<file path="src/rtl/carregador_instrucoes_pkg.sv">
// carregador_instrucoes_pkg
// Shared definitions for the instruction-memory boot loader: the loader FSM
// states, the number of bytes packed per word and the default sizing values.
// No ports (package only).
package carregador_instrucoes_pkg;

  // Loader states: waiting, collecting bytes, writing one word, load finished.
  typedef enum logic [1:0] {
    OCIOSO  = 2'd0,
    RECEBE  = 2'd1,
    ESCREVE = 2'd2,
    FIM     = 2'd3
  } estado_t;

  localparam int BYTES_POR_PALAVRA = 4;
  localparam int NBYTE_W           = $clog2(BYTES_POR_PALAVRA);

  localparam int          MAX_PALAVRAS_PADRAO = 256;
  localparam logic [31:0] END_BASE_PADRAO     = 32'h0000_0000;

endpackage

</file>
<file path="src/rtl/carregador_instrucoes_empacotador.sv">
// empacotador_palavra
// Packs consecutive accepted bytes little-endian into a 32-bit word.
// Ports:
//   clk            in   clock, rising edge
//   reset          in   synchronous active-high reset, discards partial word
//   limpar         in   synchronous clear of byte counter and partial word
//   byte_en        in   a byte is accepted this cycle
//   byte_dado      in   the byte being accepted
//   palavra        out  partial word with the current byte already merged in
//   palavra_pronta out  this cycle's accepted byte completes the word
module empacotador_palavra
  import carregador_instrucoes_pkg::*;
(
  input  logic        clk,
  input  logic        reset,
  input  logic        limpar,
  input  logic        byte_en,
  input  logic [7:0]  byte_dado,
  output logic [31:0] palavra,
  output logic        palavra_pronta
);

  logic [NBYTE_W-1:0] nbyte;
  logic [31:0]        parcial;

  // The merged word is offered combinationally so the top can register the
  // complete word on the same edge that accepts the last byte.
  always_comb begin
    palavra                 = parcial;
    palavra[8*nbyte +: 8]   = byte_dado;
    palavra_pronta          = byte_en && (nbyte == NBYTE_W'(BYTES_POR_PALAVRA - 1));
  end

  // Counter wraps to zero after the last byte, ready for the next word.
  always_ff @(posedge clk) begin
    if (reset || limpar) begin
      nbyte   <= '0;
      parcial <= '0;
    end else if (byte_en) begin
      parcial <= palavra;
      nbyte   <= nbyte + 1'b1;
    end
  end

endmodule

</file>
<file path="src/rtl/carregador_instrucoes.sv">
// carregador_instrucoes
// Boot-time loader: receives a byte stream, packs bytes into words, writes
// them to consecutive instruction-memory addresses and then releases the CPU.
// Ports:
//   clk, reset                 clock and synchronous active-high reset
//   inicio, num_palavras       start pulse and number of words to load
//   abortar                    cancel a load in progress
//   byte_valid/byte_dado/byte_ready   byte stream handshake
//   mem_we/mem_endereco/mem_dado      instruction memory write port
//   ocupado, concluido, erro   status
//   cpu_reset                  holds the CPU in reset until loading completes
module carregador_instrucoes
  import carregador_instrucoes_pkg::*;
#(
  parameter int          MAX_PALAVRAS = MAX_PALAVRAS_PADRAO,
  parameter logic [31:0] END_BASE     = END_BASE_PADRAO
) (
  input  logic        clk,
  input  logic        reset,
  input  logic        inicio,
  input  logic [8:0]  num_palavras,
  input  logic        abortar,
  input  logic        byte_valid,
  input  logic [7:0]  byte_dado,
  output logic        byte_ready,
  output logic        mem_we,
  output logic [31:0] mem_endereco,
  output logic [31:0] mem_dado,
  output logic        ocupado,
  output logic        concluido,
  output logic        erro,
  output logic        cpu_reset
);

  localparam int IW = $clog2(MAX_PALAVRAS);

  estado_t       estado;
  logic [IW-1:0] indice;
  logic [8:0]    num_reg;
  logic          mem_we_q;
  logic          byte_en;
  logic          limpar;
  logic          num_valido;
  logic          ultima;
  logic [31:0]   palavra;
  logic          palavra_pronta;

  // Abort takes precedence over a byte arriving in the same cycle.
  assign byte_en    = byte_valid && byte_ready && !abortar;
  assign limpar     = (abortar && ocupado) || (inicio && !ocupado);
  assign num_valido = (num_palavras != 9'd0) && (num_palavras <= 9'(MAX_PALAVRAS));
  assign ultima     = (num_reg == (9'(indice) + 9'd1));

  // The write strobe is registered, but an abort in the write cycle must
  // still cancel it, so the registered strobe is gated by abortar.
  assign mem_we = mem_we_q && !abortar;

  empacotador_palavra u_empacotador (
    .clk            (clk),
    .reset          (reset),
    .limpar         (limpar),
    .byte_en        (byte_en),
    .byte_dado      (byte_dado),
    .palavra        (palavra),
    .palavra_pronta (palavra_pronta)
  );

  // Loader FSM with all status and memory-port outputs registered.
  always_ff @(posedge clk) begin
    if (reset) begin
      estado       <= OCIOSO;
      indice       <= '0;
      num_reg      <= '0;
      byte_ready   <= 1'b0;
      mem_we_q     <= 1'b0;
      mem_endereco <= '0;
      mem_dado     <= '0;
      ocupado      <= 1'b0;
      concluido    <= 1'b0;
      erro         <= 1'b0;
      cpu_reset    <= 1'b1;
    end else begin
      mem_we_q <= 1'b0;
      case (estado)
        OCIOSO, FIM: begin
          if (inicio) begin
            erro      <= 1'b0;
            concluido <= 1'b0;
            cpu_reset <= 1'b1;
            if (num_valido) begin
              estado     <= RECEBE;
              indice     <= '0;
              num_reg    <= num_palavras;
              byte_ready <= 1'b1;
              ocupado    <= 1'b1;
            end else begin
              erro   <= 1'b1;
              estado <= OCIOSO;
            end
          end
        end
        RECEBE: begin
          if (abortar) begin
            estado     <= OCIOSO;
            erro       <= 1'b1;
            ocupado    <= 1'b0;
            byte_ready <= 1'b0;
            concluido  <= 1'b0;
            cpu_reset  <= 1'b1;
          end else if (palavra_pronta) begin
            estado       <= ESCREVE;
            byte_ready   <= 1'b0;
            mem_we_q     <= 1'b1;
            mem_endereco <= END_BASE + 32'({indice, 2'b00});
            mem_dado     <= palavra;
          end
        end
        ESCREVE: begin
          if (abortar) begin
            estado     <= OCIOSO;
            erro       <= 1'b1;
            ocupado    <= 1'b0;
            byte_ready <= 1'b0;
            concluido  <= 1'b0;
            cpu_reset  <= 1'b1;
          end else if (ultima) begin
            estado    <= FIM;
            ocupado   <= 1'b0;
            concluido <= 1'b1;
            cpu_reset <= 1'b0;
          end else begin
            estado     <= RECEBE;
            indice     <= indice + 1'b1;
            byte_ready <= 1'b1;
          end
        end
        default: estado <= OCIOSO;
      endcase
    end
  end

endmodule

</file>
<file path="config.mk">
export PLATFORM = sky130hd
export DESIGN_NAME = carregador_instrucoes
export DESIGN_NICKNAME = d
export VERILOG_FILES = /design/src/rtl/carregador_instrucoes_pkg.sv /design/src/rtl/carregador_instrucoes_empacotador.sv /design/src/rtl/carregador_instrucoes.sv
export SDC_FILE = /design/constraint.sdc
export NUM_CORES = 1
export LEC_CHECK = 0
export CAP_MARGIN = 20
export CORE_ASPECT_RATIO = 0.8
export CORE_UTILIZATION = 50
export CTS_BUF_LIST = sky130_fd_sc_hd__clkbuf_8
export DETAILED_ROUTE_END_ITERATION = 10
export GPL_ROUTABILITY_DRIVEN = 1
export PLACE_DENSITY = 0.79
export RECOVER_POWER = 100
export SYNTH_ARGS = -nofsm -noshare
export SYNTH_HDL_FRONTEND = slang
export SYNTH_SLANG_ARGS = --single-unit
</file>
<file path="constraint.sdc">
create_clock -name clk -period 6.45 [get_ports clk]
set_clock_uncertainty 0.2 [all_clocks]
set_input_delay 1.29 -clock clk [delete_from_list [all_inputs] [get_ports clk]]
set_output_delay 1.29 -clock clk [all_outputs]
set_load 0.03 [all_outputs]
</file>
==> results of run 1 <==
==> critical path, cell delays in order <==
cell           delay (ns)
dlygate4sd3_1        0.69
nor2_4               0.14
clkbuf_1             1.54
and3_2               0.85
buf_16               0.25
nor2_1               0.06
a211oi_1             0.26
==> area by class of cell <==
class / instances / area [um2] / share of cell area [%]
clock buffer: 9 / 124 / 2.43
clock inverter: 7 / 68.8 / 1.35
multi-input combinational: 362 / 2170 / 42.6
tap: 108 / 135 / 2.65
inverter: 12 / 45.0 / 0.885
timing repair buffer: 73 / 724 / 14.2
sequential: 91 / 1820 / 35.8
==> cell usage after synthesis, types with 2 or more instances <==
cell type,count
nand2b_1,4
a211oi_1,48
buf_4,25
nor2b_1,28
nand2_1,36
mux2_2,2
or3_1,3
buf_2,2
clkbuf_1,21
nand4_1,4
o21ai_0,10
o21a_1,3
and4_2,2
buf_1,6
nor3_1,10
a31oi_1,4
a21oi_1,40
dfxtp_1,91
inv_1,12
xor2_1,4
a221oi_1,3
ha_1,8
mux2i_1,10
a211o_2,2
nor4_1,6
nand3_1,11
o31a_1,2
nor2_1,66
a221o_1,2
o211ai_1,2
and3_1,2
xnor2_1,6
a21o_1,2
==> kinds of logic after synthesis <==
logic type	count (synthesis)	share of synthesized area [%]
other	1	0.0878
multiplexers	12	2.87
adder cells (fa/ha/maj)	8	2.34
XOR/XNOR	10	2.05
buffers and inverters	67	8.32
AND/OR/NAND/NOR	179	20.2
flip-flops	91	42.7
AO/OA/AOI/OAI	129	21.4
==> layer usage <==
metal	GRT usage (%)	up-vias	share of wire, %
li1	-	1814	-
met1	33.9	1692	49
met5	0	-	0
met4	7.30	0	1.1
met3	4.19	9	4.9
met2	35.4	116	44
==> worst paths after layout <==
| check | to | slack (ns) | cells past startpoint |
|---|---|---|---|
| max | mem_dado[12] | 1.38 | 7 |
| min | mem_dado[29] | 0.25 | 2 |
| max reg2reg | mem_dado[12] | 2.56 | 7 |
| min reg2reg | mem_dado[29] | 0.25 | 2 |
==> where the power goes <==
part	internal [uW]	switching (uW)
combinational	35.7	74.3
clock	179	199
sequential	570	6.61
==> per-stage QoR <==
step	hold WS (ns)	cell area [um2]	std cells	utilization, %
floorplan	0.267	4360	520	-
global placement	0.237	4890	644	60.4
detailed placement	0.242	4890	644	60.4
CTS	0.254	5080	660	62.8
global route	0.271	5090	662	62.9
finish	0.247	5090	662	62.9
==> impl_metrics.csv, run 1 <==
group,metric,value,unit
timing,setup_violations,0,
timing,rsz0062_at_grt,"false",
timing,fin_crit,5.07,ns
synth,synth_warnings,0,
route,drt_wl_total,10100,um
finish,largest_reg_flops,32,
placed_design,hpwl,7050,um
timing,tightestPinTransition,2.17,ns
finish,diodes,0,
route,routedWlPerCell,15.3,um
timing,min_period_over_period,78.5,%
clock_tree,cts-root-buf,"clkbuf_8",
power_and_ir_drop,total_power,1060,uW
global_routing,overflow,0,
power_and_ir_drop,ir_worst_vdd,127,uV
route,postRouteAntennaNets,0,
worst_setup_path,cp_data_required_time,6.49,ns
finish,fillers,687,
synth,synthCells,497,
clock_tree,holdBufCountCts,0,
clock_tree,clock_path_buffers,2,
route,viasPerCell,5.48,
floorplan,dieArea,8920,um2
worst_setup_path,start_kind,"primary input",
min_path,min_from,"mem_dado[29]",
outcome,status,"finished, violations left",
global_routing,antenna_found_initial,0,
global_routing,track_usage,23.4,%
job,maxCapViolations,1,
timing,fin_setup_tns,0,ns
floorplan,row_count,29,
floorplan,core,8090,um2
placed_design,place_ws,2.23,ns
clock_tree,clk_pin_slew_worst_paths,0.09,ns
route,drtIter0Drc,236,
clock_tree,h-tree-depth,3,
global_routing,grt_pass1_wl,16700,um
clock_tree,clk_latency,0.34,ns
power_and_ir_drop,leakage,0.00197,uW
floorplan,die_w,105,um
outcome,violations,"max-capacitance violations, max-slew violations",
worst_setup_path,crit_start,"abortar",
finish,most-common-layout-cells,"dfxtp_1, nor2_1, a211oi_1, dlygate4sd3_1, a21oi_1",
clock_tree,cts_setup_buffers,0,
route,dr.pass1.iters,5,
synth,ys_seq_area_share,42.7,%
floorplan,die-height,84.7,um
floorplan,start_util,52.8,%
worst_setup_path,crit_fanout,53,
timing,max_slew_margin,-44.6,%
worst_setup_path,endpoint_kind,"flip-flop",
worst_setup_path,r2r-start,"byte_ready",
synth,ys_ff_latch,91,
placed_design,port_buffers,67,
route,remaining_drc_errors,0,
worst_setup_path,arrival,5.11,ns
timing,slew_viol_final,54,
placed_design,globalplace.congestion,0.847,
route,via_count,3631,
synth,synth_cell_types,53,
global_routing,grt_max_degree,65,
synth,synth_area,4270,um2
global_routing,grt_pass1_vias,3332,
synth,synth_top_area_share,42.7,%
timing,finalHoldViolations,0,
finish,drive_gt1_share,6.32,%
min_path,hold_class,"flip-flop to flip-flop",
synth,synth.largest_area_cell,"dfxtp_1",
timing,final.setup.worst_slack,1.38,ns
clock_tree,cts_made_buffers,9,
finish,area_delta_synth_final,19.2,%
synth,synth_edf_count,0,
floorplan,ioPinCount,92,
power_and_ir_drop,power_density,209,nW/um2
clock_tree,cts_sinks,91,
synth,syn_area_per_cell,8.59,um2
clock_tree,cts_tree,"yes",
finish,final_common_cell,"dfxtp_1",
worst_setup_path,crit_type,"primary input to flip-flop",
finish,fin_nets,579,
timing,fmax,197,MHz
synth,synthFlopType,"dfxtp_1",
synth,ys_async_sr_fraction,0,%
clock_tree,cts-resized-gates,0,
synth,synthTopCellsByArea,"dfxtp_1, a211oi_1, nor2_1",
Power figures use the tool's default switching activity.
==> run 2: changes to the inputs <==
==> constraint.sdc (replaced) <==
create_clock -name clk -period 5.2 [get_ports clk]
set_clock_uncertainty 0.2 [all_clocks]
set_input_delay 1.04 -clock clk [delete_from_list [all_inputs] [get_ports clk]]
set_output_delay 1.04 -clock clk [all_outputs]
set_load 0.03 [all_outputs]
==> run 2 against run 1 <==
  * The flow still finishes with violations (max-capacitance violations, max-slew violations)
  * Critical endpoint is now indice[0]
  * Critical path depth stayed put
  * Count of clock-buffer cells in the layout increased by 1
  * First-iteration DRC count increased by 28%
  * Sequential power grew 24%
  * Global-route usage down 0.19 points
  * Flip-flop and latch count unchanged
  * Largest power group unchanged
  * Cell count stayed put
  * Routed wire length rose by 0.78%
==> impl_metrics.csv, run 2 (synthesized netlist as in run 1, its figures left out) <==
group,metric,value,unit
global_routing,overflow,0,
worst_setup_path,cp_data_required_time,5.29,ns
finish,area_delta_synth_final,18.7,%
finish,drive_gt1_share,5.96,%
worst_setup_path,arrival,4.06,ns
power_and_ir_drop,leakage,0.00196,uW
timing,finalHoldViolations,0,
worst_setup_path,endpoint_kind,"flip-flop",
finish,final_common_cell,"dfxtp_1",
clock_tree,clk_pin_slew_worst_paths,0.08,ns
route,drt_wl_total,10200,um
floorplan,die-height,84.7,um
floorplan,die_w,105,um
route,via_count,3716,
global_routing,grt_max_degree,65,
worst_setup_path,r2r_slack,1.81,ns
worst_setup_path,crit_type,"primary input to flip-flop",
route,drtIter0Drc,301,
placed_design,globalplace.congestion,0.897,
timing,holdWs,0.251,ns
global_routing,antenna_found_initial,0,
timing,fmax,252,MHz
floorplan,row_count,29,
timing,setup_violations,0,
timing,max_slew_margin,-35.6,%
floorplan,ioPinCount,92,
outcome,violations,"max-capacitance violations, max-slew violations",
finish,fin_nets,579,
global_routing,grt_pass1_wl,16600,um
clock_tree,holdBufCountCts,0,
placed_design,port_buffers,67,
power_and_ir_drop,ir_worst_vdd,171,uV
floorplan,start_util,52.8,%
finish,fin_area,5070,um2
job,maxCapViolations,1,
clock_tree,cts_sinks,91,
clock_tree,clock_path_buffers,2,
worst_setup_path,r2r_cells,7,
clock_tree,cts-resized-gates,0,
outcome,status,"finished, violations left",
clock_tree,h-tree-depth,3,
timing,min_period_over_period,76.4,%
clock_tree,cts-root-buf,"clkbuf_8",
timing,tightestPinTransition,2.03,ns
route,routedWlPerCell,15.4,um
finish,largest_reg_flops,32,
worst_setup_path,start_kind,"primary input",
min_path,min_from,"mem_dado[29]",
placed_design,hpwl,7090,um
floorplan,core,8090,um2
timing,fin_setup_tns,0,ns
worst_setup_path,r2r_end,"indice[0]",
global_routing,grt_pass1_vias,3287,
clock_tree,cts_setup_buffers,0,
worst_setup_path,r2r-start,"indice[0]",
min_path,hold_end,"mem_dado[29]",
worst_setup_path,crit_fanout,11,
power_and_ir_drop,power_density,261,nW/um2
route,viasPerCell,5.61,
timing,slew_viol_final,65,
floorplan,dieArea,8920,um2
power_and_ir_drop,total_power,1320,uW
finish,diodes,0,
min_path,worstHoldPathCells,2,
route,remaining_drc_errors,0,
clock_tree,clk_latency,0.35,ns
clock_tree,cts_tree,"yes",
finish,most-common-layout-cells,"dfxtp_1, nor2_1, a211oi_1, dlygate4sd3_1, a21oi_1",
route,dr.pass1.iters,6,
min_path,hold_class,"flip-flop to flip-flop",
timing,fin_crit,3.97,ns
route,postRouteAntennaNets,0,
timing,rsz0062_at_grt,"false",
placed_design,placed_cell_area,4890,um2
clock_tree,cts_made_buffers,9,
global_routing,track_usage,23.2,%
run 2: layout make-up:
type                    instances  area (um2)
inverters                      12        45.0
flip-flops and latches         91        1820
fillers                       711        3020
repair buffers                 73         706
clock buffers                  10         138
well taps                     108         135
multi-input cells             362        2160
clock inverters                 6        57.6
run 2: how the worst max path moves through the flow:
stage               slack (ns)         to  depth (start not counted)       startpoint
floorplan                 2.22  indice[7]                          7  num_palavras[4]
global placement          1.30  indice[3]                          7  num_palavras[0]
detailed placement        1.21  indice[3]                          7  num_palavras[0]
CTS                       1.43     mem_we                          3          abortar
global route              1.01  indice[0]                          7  num_palavras[0]
finish                    1.23  indice[0]                          7  num_palavras[0]
run 2: power by group:
group | internal, uW | switching (uW)
registers | 707 | 8.29
clock network | 231 | 241
logic | 43.5 | 92.1
total | 982 | 342
run 2: worst max-delay path, cell delays in order:
cell and delay (ns):
dlygate4sd3_1 0.56, nor4_1 0.35, and3b_1 0.24, or4_1 0.45, o21ai_0 0.24, a221oi_1 0.88
mux2_2 0.30
run 2: layer usage:
metal	routed length (um)	GRT usage, %
met1	4950	33.2
met2	4630	35.8
met3	513	4.27
met4	112	6.53
met5	0	0
run 2: metrics by stage:
| stage | setup slack, ns | util (%) | cells |
|---|---|---|---|
| after floorplan | 2.22 | - | 520 |
| after CTS | 1.43 | 62.9 | 661 |
| after global routing | 1.01 | 62.6 | 662 |
| final | 1.23 | 62.6 | 662 |
| after global placement | 1.30 | 60.4 | 644 |
| after detailed placement | 1.21 | 60.4 | 645 |
